[src/rtl/multi_ch_serializer_pkg.sv]
// Shared types and helpers for the multi-channel serializer.
package multi_ch_serializer_pkg;

  typedef enum logic {
    ST_IDLE  = 1'b0,
    ST_GROUP = 1'b1
  } phase_t;

  function automatic int idx_w(input int n);
    return (n > 1) ? $clog2(n) : 1;
  endfunction

endpackage

[src/rtl/multi_ch_serializer_if.sv]
// Parallel channel inputs and serial output stream of the serializer.
interface multi_ch_serializer_if
  import multi_ch_serializer_pkg::*;
#(
  parameter int DATA_W = 8,
  parameter int NUM_CH = 3
);
  localparam int CH_W = idx_w(NUM_CH);

  logic [NUM_CH*DATA_W-1:0] din;
  logic [NUM_CH-1:0]        vin;
  logic [DATA_W-1:0]        dout;
  logic                     vout;
  logic [CH_W-1:0]          dout_ch;
  logic                     dout_last;
  logic                     out_ready;

  modport master (
    input  din, vin, out_ready,
    output dout, vout, dout_ch, dout_last
  );

  modport slave (
    output din, vin, out_ready,
    input  dout, vout, dout_ch, dout_last
  );
endinterface

[src/rtl/multi_ch_serializer_sync_fifo.sv]
// Single-clock first-word-fall-through FIFO; the caller never pushes when full
// without a same-cycle pop and never pops when empty.
module sync_fifo
  import multi_ch_serializer_pkg::*;
#(
  parameter  int DATA_W = 8,
  parameter  int DEPTH  = 64,
  localparam int AW     = $clog2(DEPTH),
  localparam int CW     = AW + 1
) (
  input  logic              clk,
  input  logic              rst,
  input  logic              push,
  input  logic [DATA_W-1:0] din,
  input  logic              pop,
  output logic [DATA_W-1:0] dout,
  output logic [CW-1:0]     count,
  output logic              full,
  output logic              empty
);
  logic [DATA_W-1:0] mem [DEPTH];
  logic [AW-1:0]     wptr;
  logic [AW-1:0]     rptr;

  assign dout  = mem[rptr];
  assign full  = (count == CW'(DEPTH));
  assign empty = (count == '0);

  always_ff @(posedge clk) begin
    if (rst) begin
      wptr  <= '0;
      rptr  <= '0;
      count <= '0;
    end else begin
      if (push) wptr <= wptr + AW'(1);
      if (pop)  rptr <= rptr + AW'(1);
      case ({push, pop})
        2'b10:   count <= count + CW'(1);
        2'b01:   count <= count - CW'(1);
        default: count <= count;
      endcase
    end
  end

  always_ff @(posedge clk) begin
    if (push) mem[wptr] <= din;
  end
endmodule

[src/rtl/multi_ch_serializer.sv]
// Buffers NUM_CH channel streams and emits them round-robin as complete groups
// on one valid/ready serial stream with channel tag and group-last marker.
//
//   state    | meaning
//   ST_IDLE  | k=0: wait until every FIFO holds a sample, then emit ch0
//   ST_GROUP | k>0: emit ch k; after ch NUM_CH-1 return to ST_IDLE
module multi_ch_serializer
  import multi_ch_serializer_pkg::*;
#(
  parameter int DATA_W = 8,
  parameter int NUM_CH = 3,
  parameter int DEPTH  = 64
) (
  input  logic                   clk,
  input  logic                   rst,
  multi_ch_serializer_if.master  bus,
  output logic [NUM_CH-1:0]      ovf
);
  localparam int              CH_W    = idx_w(NUM_CH);
  localparam int              CNT_W   = $clog2(DEPTH) + 1;
  localparam logic [CH_W-1:0] LAST_CH = CH_W'(NUM_CH - 1);

  logic [DATA_W-1:0] head [NUM_CH];
  logic [NUM_CH-1:0] push, pop, full, empty;

  phase_t            state_q, state_d;
  logic [CH_W-1:0]   k_q, k_d, sel;
  logic              load, free;

  logic [DATA_W-1:0] dout_q;
  logic              vout_q;
  logic [CH_W-1:0]   ch_q;
  logic              last_q;

  assign free = !vout_q || bus.out_ready;

  for (genvar c = 0; c < NUM_CH; c++) begin : g_ch
    logic [CNT_W-1:0] count;

    // a pop in the same cycle frees the slot, so a full FIFO still accepts
    assign push[c] = bus.vin[c] && ((count != CNT_W'(DEPTH)) || pop[c]);

    sync_fifo #(.DATA_W(DATA_W), .DEPTH(DEPTH)) u_fifo (
      .clk   (clk),
      .rst   (rst),
      .push  (push[c]),
      .din   (bus.din[c*DATA_W +: DATA_W]),
      .pop   (pop[c]),
      .dout  (head[c]),
      .count (count),
      .full  (full[c]),
      .empty (empty[c])
    );
  end

  always_ff @(posedge clk) begin
    if (rst) begin
      state_q <= ST_IDLE;
      k_q     <= '0;
    end else begin
      state_q <= state_d;
      k_q     <= k_d;
    end
  end

  always_comb begin
    state_d = state_q;
    k_d     = k_q;
    sel     = k_q;
    load    = 1'b0;
    pop     = '0;
    if (free) begin
      case (state_q)
        ST_IDLE: begin
          if (!(|empty)) begin
            load    = 1'b1;
            sel     = '0;
            pop[0]  = 1'b1;
            k_d     = CH_W'(1);
            state_d = ST_GROUP;
          end
        end
        ST_GROUP: begin
          load     = 1'b1;
          pop[k_q] = 1'b1;
          if (k_q == LAST_CH) begin
            k_d     = '0;
            state_d = ST_IDLE;
          end else begin
            k_d = k_q + CH_W'(1);
          end
        end
        default: state_d = ST_IDLE;
      endcase
    end
  end

  always_ff @(posedge clk) begin
    if (rst) begin
      dout_q <= '0;
      vout_q <= 1'b0;
      ch_q   <= '0;
      last_q <= 1'b0;
      ovf    <= '0;
    end else begin
      ovf <= ovf | (bus.vin & full & ~pop);
      if (free) begin
        vout_q <= load;
        if (load) begin
          dout_q <= head[sel];
          ch_q   <= sel;
          last_q <= (sel == LAST_CH);
        end
      end
    end
  end

  assign bus.dout      = dout_q;
  assign bus.vout      = vout_q;
  assign bus.dout_ch   = ch_q;
  assign bus.dout_last = last_q;
endmodule

[src/flat_wrapper.sv]
// flat-port wrapper written by rule: the top's interface ports become plain ports
module multi_ch_serializer_flat import multi_ch_serializer_pkg::*;
#(
  parameter int DATA_W = 8,
  parameter int NUM_CH = 3,
  parameter int DEPTH  = 64
)
  (clk, rst, ovf, bus_din, bus_vin, bus_out_ready, bus_dout, bus_vout, bus_dout_ch, bus_dout_last);
  multi_ch_serializer_if #(.DATA_W(DATA_W), .NUM_CH(NUM_CH)) bus_i ();
  input  logic clk;
  input  logic rst;
  output logic [NUM_CH-1:0] ovf;
  input wire logic [$bits(bus_i.din)-1:0] bus_din;
  input wire logic [$bits(bus_i.vin)-1:0] bus_vin;
  input wire logic [$bits(bus_i.out_ready)-1:0] bus_out_ready;
  output wire logic [$bits(bus_i.dout)-1:0] bus_dout;
  output wire logic [$bits(bus_i.vout)-1:0] bus_vout;
  output wire logic [$bits(bus_i.dout_ch)-1:0] bus_dout_ch;
  output wire logic [$bits(bus_i.dout_last)-1:0] bus_dout_last;
  assign bus_i.din = bus_din;
  assign bus_i.vin = bus_vin;
  assign bus_i.out_ready = bus_out_ready;
  assign bus_dout = bus_i.dout;
  assign bus_vout = bus_i.vout;
  assign bus_dout_ch = bus_i.dout_ch;
  assign bus_dout_last = bus_i.dout_last;
  multi_ch_serializer #(.DATA_W(DATA_W), .NUM_CH(NUM_CH), .DEPTH(DEPTH)) u_core (.clk(clk), .rst(rst), .bus(bus_i), .ovf(ovf));
endmodule
[config.mk]
export PLATFORM = sky130hd
export DESIGN_NAME = multi_ch_serializer_flat
export DESIGN_NICKNAME = d
export VERILOG_FILES = /design/src/rtl/multi_ch_serializer_pkg.sv /design/src/rtl/multi_ch_serializer_if.sv /design/src/rtl/multi_ch_serializer_sync_fifo.sv /design/src/rtl/multi_ch_serializer.sv /design/src/flat_wrapper.sv
export SDC_FILE = /design/constraint.sdc
export NUM_CORES = 2
export LEC_CHECK = 0
export ABC_AREA = 1
export CAP_MARGIN = 0
export CELL_PAD_IN_SITES_DETAIL_PLACEMENT = 1
export CELL_PAD_IN_SITES_GLOBAL_PLACEMENT = 2
export CORE_MARGIN = 2
export CORE_UTILIZATION = 40
export CTS_CLUSTER_SIZE = 10
export DETAILED_ROUTE_END_ITERATION = 8
export PLACE_DENSITY = 0.78
export REMOVE_ABC_BUFFERS = 1
export SLEW_MARGIN = 10
export SYNTH_ARGS = -nofsm -noshare
export SYNTH_HDL_FRONTEND = slang
export SYNTH_SLANG_ARGS = --single-unit
[constraint.sdc]
create_clock -name clk -period 8.67 [get_ports clk]
set_input_delay 1.734 -clock clk [delete_from_list [all_inputs] [get_ports clk]]
set_output_delay 1.734 -clock clk [all_outputs]
set_load 0.005 [all_outputs]
* After elaboration in Yosys (flattened, before gate mapping) *
Memory sizes are Yosys's and may differ from the RTL's. A register that Yosys moved wholly into a read port is not among the register bits.
Cells that the tools add are included.
W data, S select, Z words.

storage, ports and cells
  register bits = 75
  bits in writable memories = 1536
  input port bits = 30
  output and inout bits = 15
  word-level logic and storage cells = 108
  memories kept = 3

memories
  memory                     depth  width  rd ports  clocked after Yosys merged registers in  write ports  RTL line                             RTL
  u_core.g_ch[0].u_fifo.mem  64     8      1         1                                        1            multi_ch_serializer_sync_fifo.sv:21  logic [DATA_W-1:0] mem [DEPTH];
  u_core.g_ch[1].u_fifo.mem  64     8      1         1                                        1            multi_ch_serializer_sync_fifo.sv:21
  u_core.g_ch[2].u_fifo.mem  64     8      1         1                                        1            multi_ch_serializer_sync_fifo.sv:21

cells by class
  add/sub/neg operators = 13
  order comparisons = 3
  equal/unequal tests = 15
  multiplexer cells = 34
  bitwise gates (word level) = 6
  reductions and logical operators = 18

operators by type and width
  operator               count
  $pmux W7 S2            3
  $add A6 B1 Y6 const B  6
  $mux W6                6
  $add A7 B1 Y7 const B  3
  $eq A7 B7 Y1 const B   3
  $logic_not A7 Y1       3
  $ne A7 B7 Y1 const B   3
  $sub A7 B1 Y7 const B  3
  $bmux W8 S2            1
  $mux W8                2
  $mux W2                6
  $eq A2 B2 Y1 const B   5
  $mux W1                10
  $and A3 B3 Y3          2
  $eq A2 B1 Y1 const B   3
  $pmux W1 S2            3
  $reduce_bool A2 Y1     3
  $logic_and A1 B1 Y1    4
  $logic_or A1 B1 Y1     4
  $pmux W2 S2            1
  $reduce_and A2 Y1      2
  $ge A3 B3 Y1 const B   1
  $lt A2 B3 Y1 const B   1
  $mux W3                1
  other kinds (10)       10

* Logic depth before layout (Yosys ltp) *
  word-level depth = 10
  gate-level depth with buffers = 20
  depth with buffers taken out = 20

* Cells and area by module *
Synthesis repeated with hierarchy kept, for this count alone.

second synthesis, totals
  cell total of the unflattened synthesis = 6071
  area, all modules = 68015.2 µm²

modules (own cells, without submodules)
  module                             instances  cells each  area an instance (µm²)  seq. area each (µm²)
  sync_fifo (u_core.g_ch[2].u_fifo)  1          1973        22338.9                 15875.2
  sync_fifo (u_core.g_ch[1].u_fifo)  1          1973        22315.2                 15875.2
  sync_fifo (u_core.g_ch[0].u_fifo)  1          1971        22297.6                 15875.2
  multi_ch_serializer                1          154         1063.5                  360.3

* Worst setup path before layout *
Ideal clock, no wire load.

  kind = input port to flip-flop
  from = in bus_out_ready
  to = reg u_core.g_ch[2].u_fifo.count[6]
  library setup time = 0.070 ns
  data arrival time = 4.117 ns
  data required time = 8.600 ns
  path slack = 4.483 ns
  cell stages on the path = 19
  buffers on the path = 0
  cell sequence = nor2_2 inv_2 nand3_1 nor2_4 inv_2 nand2_1 nand2_2 ha_1 inv_1 fa_1 o21ai_0 a21oi_1 inv_1 a21oi_1 nor2_1 nor2_1 nand2_1 o21ai_0 a21oi_1

on the way
  cells in the longest elaborated chain, start to end = 6
  elaborated cells on any way between the ends = 8
  classes of those cells = eq/ne (2); mux (2); reduce/logical (4)

RTL lines
  what                                               RTL line                             RTL
  start, declared                                    flat_wrapper.sv:15                   input wire logic [$bits(bus_i.out_ready)-1:0] bus_out_ready;
  $logic_or A1 B1 Y1 *                               multi_ch_serializer.sv:35            assign free = !vout_q || bus.out_ready;
  $mux W3 *                                          multi_ch_serializer.sv:72            if (free) begin
  $logic_or A1 B1 Y1                                 multi_ch_serializer.sv:41            assign push[c] = bus.vin[c] && ((count != CNT_W'(DEPTH)) || pop[c]);
  $logic_and A1 B1 Y1                                multi_ch_serializer.sv:41
  $eq A2 B1 Y1 or $eq A2 B2 Y1 (tied branches)       multi_ch_serializer_sync_fifo.sv:37  case ({push, pop})
  $pmux W7 S2 or $reduce_bool A2 Y1 (tied branches)  --
  end signal, assigned                               multi_ch_serializer_sync_fifo.sv:38  2'b10: count <= count + CW'(1);
  end signal, assigned                               multi_ch_serializer_sync_fifo.sv:39  2'b01: count <= count - CW'(1);
  end signal, assigned                               multi_ch_serializer_sync_fifo.sv:40  default: count <= count;
  end, declared                                      multi_ch_serializer_sync_fifo.sv:17  output logic [CW-1:0] count,

Every way passes the cells marked *; elsewhere a longest branch is shown, timed or not.
A chain may end at the register's enable or synchronous reset.

* Final worst setup path *
  from = in bus_out_ready
  to = mem u_core.g_ch[0].u_fifo.mem[56][7] (enable)

on the way
  cells in the longest elaborated chain, start to end = 6

RTL lines
  what                           RTL line                             RTL
  $logic_or A1 B1 Y1             multi_ch_serializer.sv:35
  $mux W3                        multi_ch_serializer.sv:72
  $logic_or A1 B1 Y1             multi_ch_serializer.sv:41
  $logic_and A1 B1 Y1            multi_ch_serializer.sv:41
  $mux W1                        multi_ch_serializer_sync_fifo.sv:46  if (push) mem[wptr] <= din;
  $mux W1 (implied by the code)  multi_ch_serializer_sync_fifo.sv:46
  end, declared                  multi_ch_serializer_sync_fifo.sv:21

No other way between the ends.

==> flow_summary.yaml <==
worst_setup_path:
  r2r_start: "u_core.g_ch[0].u_fifo.count[3]$_SDFFE_PP0P_"
  cp_slowest_stage_delay_ps: 990
  reg2reg_to: "u_core.g_ch[0].u_fifo.mem[56][7]$_DFFE_PP_"
  timing.critical_path.mode_cell: "nand2_2"
  cp.required_ps: 9110
  crit_buf_inv: 2
  cpMaxStageDelayCell: "nor2_1"
  path_class: "primary input to register"
  crit_cells: 9
  setup.worst_path.start_class: "primary input"
  startpoint: "bus_out_ready"
  cp.arrival_ps: 5420
  path_max_fanout: 21
  r2r_cells: 12
  end_kind: "register"
  r2r_slack_ps: 4270
  crit_end: "u_core.g_ch[0].u_fifo.mem[56][7]$_DFFE_PP_"
  critPathTopFamily: "simple AND/OR/NAND/NOR gates"
  path_cells: "clkdlybuf4s50_1 -> nor2_2 -> a21oi_4 -> nand2_2 -> nand2_2 -> nand2_4 -> inv_4 -> nand4_1 -> nor2_1"
final_layout:
  area_delta_synth_final_pct: 11.00
  final_cell_mix: "1536 x edfxtp_1, 879 x nor2_1, 664 x o21ai_0"
  drive_above_1_share: 0.06278
  fin_util: 0.4468
  nNetsFinal: 5298
  final_common_cell: "edfxtp_1"
hold_path:
  min_path_type: "register to register"
route:
  ant_nets: 0
  first_pass_iters: 5
  via_per_inst: 5.712
  wl_per_cell_um: 25.99
  drc: 0
  vias: 42906
  drtIter0Drc: 4128
  wirelength_mm: 195.2
yosys:
  netlist_area_um2: 65440
  ys_ff_latch: 1629
  ys_warn_count: 0
  syn_inst: 5316
  synthDistinctLibCells: 49
  async_reset_ff_frac: 0
  synth_edf_count: 1536
  yosysSeqAreaShare: 0.7333
  postSynthAreaPerCell_um2: 12.31
  synth_flop_cell: "edfxtp_1"
sta:
  hold_slack_ps: 454.3
  slew_viol_final: 0
  timing_hold_violations_final: 0
  skew_ps: 32.96
  setup_violations: 0
  grt_setup_unrepaired: "false"
  period_share: 0.5749
  fmax_mhz: 200.6
  worst_slew_pin_slew_ps: 1271
  maxSlewHeadroom: 0.1502
  fin_crit_ps: 4985
global_routing:
  grt_max_degree: 222
  grt-ovfl-total: 0
  grt_pass1_vias: 44236
  grt_use_total: 0.2312
  grt_pass1_wl_mm: 289.9
  met2_usage: 0.3690
  use_met1: 0.3314
  antenna_found_initial: 3
  met3_usage: 0.03298
  grt.busiest_layer: "met2"
power:
  peakVddDrop_mv: 0.2261
  p_total_mw: 18.62
  total_leakage_power_nw: 23.61
  power.density_cell_area_nw_per_um2: 256.3
clock_network:
  cts_tree: "built"
  postCtsSetupRepairBufs: 0
  clock-sinks: 1629
  cts_buffers: 185
  htree_levels: 4
  postCtsHoldBufs: 0
  cts_buffer_depth: 3
  clkLatencyLatePin_ps: 840
  cts.repair.resized: 0
  path_clk_slew_ps: 50
  root_buffer: "clkbuf_16"
floorplanning:
  die_area_um2: 166800
  io_pins: 45
  coreArea_um2: 162600
  start_util: 0.4025
  die_x_um: 408.5
  rows: 148
  die_h_um: 408.5
placement:
  portBuffers: 44
  gp_congestion: 0.8383
  place_hpwl_mm: 112.6
job:
  drv_cap: 0
run_status:
  run_status: "finished clean"
-- Yosys cell counts (all sizes together), types with 72 or more instances --
cell	count	share of area
buf	148	0.011
inv	132	0.0076
edfxtp	1536	0.70
nand2	597	0.035
nor2	889	0.052
clkbuf	190	0.011
o221ai	150	0.020
o22ai	154	0.015
nand3	563	0.043
dfxtp	93	0.028
o21ai	692	0.053
a21oi	72	0.0057
-- metal layers --
layer | vias up | wire length (um)
met4 | 2 | 4293
met1 | 22012 | 88700
li1 | 19309 | -
met3 | 270 | 10880
met2 | 1313 | 91340
met5 | - | 10
-- sequential cells by signal (all words and copies together), names as in the netlist, named ones only --
register / cells
u_core.bus.dout_ch: 2
u_core.bus.dout_last: 1
u_core.g_ch.u_fifo.count: 21
u_core.bus.dout: 8
u_core.k_q: 2
u_core.g_ch.u_fifo.mem: 1536
u_core.g_ch.u_fifo.wptr: 18
u_core.g_ch.u_fifo.rptr: 18
u_core.ovf: 3
u_core.bus.vout: 1
u_core.state_q: 1
-- report_power, final --
group          internal, mW  switching [mW]  total [mW]
logic                 0.724            2.02        2.74
registers              8.70           0.190        8.89
clock network          3.94            3.05        6.99
-- metrics by stage --
step	cells	setup WS, ps	cell area (um^2)	setup TNS (ps)
2_1_floorplan	4978	-1621	63980	-12700
3_3_place_gp	7235	3155	67440	0
3_5_place_dp	7235	2850	67440	0
4_1_cts	7511	3713	72640	0
5_1_grt	7511	3480	72640	0
6_report	7512	3685	72640	0
-- worst register-to-register path, cell delays in order (launching register included) --
cell and delay, ps:
dfxtp_1 420, inv_2 70, nand2_2 110, nor2_2 60
nand2_2 120, nand3_4 120, a21oi_4 460, nand2_2 300
nand2_2 150, nand2_4 100, inv_4 140, nand4_1 970
nor2_1 990
-- logic make-up after synthesis --
| group | after synthesis | synth area share |
|---|---|---|
| and+or+nand+nor | 2085 | 0.1337 |
| AOI/OAI and AO/OA | 1098 | 0.09721 |
| buffers and inverters | 471 | 0.02994 |
| adders and majority gates | 21 | 0.004245 |
| xor gates and xnor gates | 12 | 0.001606 |
| DFF | 1629 | 0.7333 |
-- how the worst min path moves through the flow --
stage,start,endpoint,cells after the start
final,u_core.ovf[2]$_SDFF_PP0_,u_core.ovf[2]$_SDFF_PP0_,2
after CTS,u_core.ovf[2]$_SDFF_PP0_,u_core.ovf[2]$_SDFF_PP0_,2
after floorplan,u_core.ovf[1]$_SDFF_PP0_,u_core.ovf[1]$_SDFF_PP0_,2
after global placement,u_core.ovf[2]$_SDFF_PP0_,u_core.ovf[2]$_SDFF_PP0_,2
after global routing,u_core.ovf[2]$_SDFF_PP0_,u_core.ovf[2]$_SDFF_PP0_,2
after detailed placement,u_core.ovf[2]$_SDFF_PP0_,u_core.ovf[2]$_SDFF_PP0_,2
-- cell type report --
type / instances / area, um^2
Antenna cell: 1 / 2.502
Clock buffer: 257 / 4951
Clock inverter: 19 / 241.5
Fill cell: 16966 / 89950
Inverter: 133 / 521.8
Multi-Input combinational cell: 3216 / 15490
Sequential cell: 1629 / 48010
Tap cell: 2175 / 2721
Timing Repair Buffer: 82 / 695.7
Power figures use the tool's default switching activity.
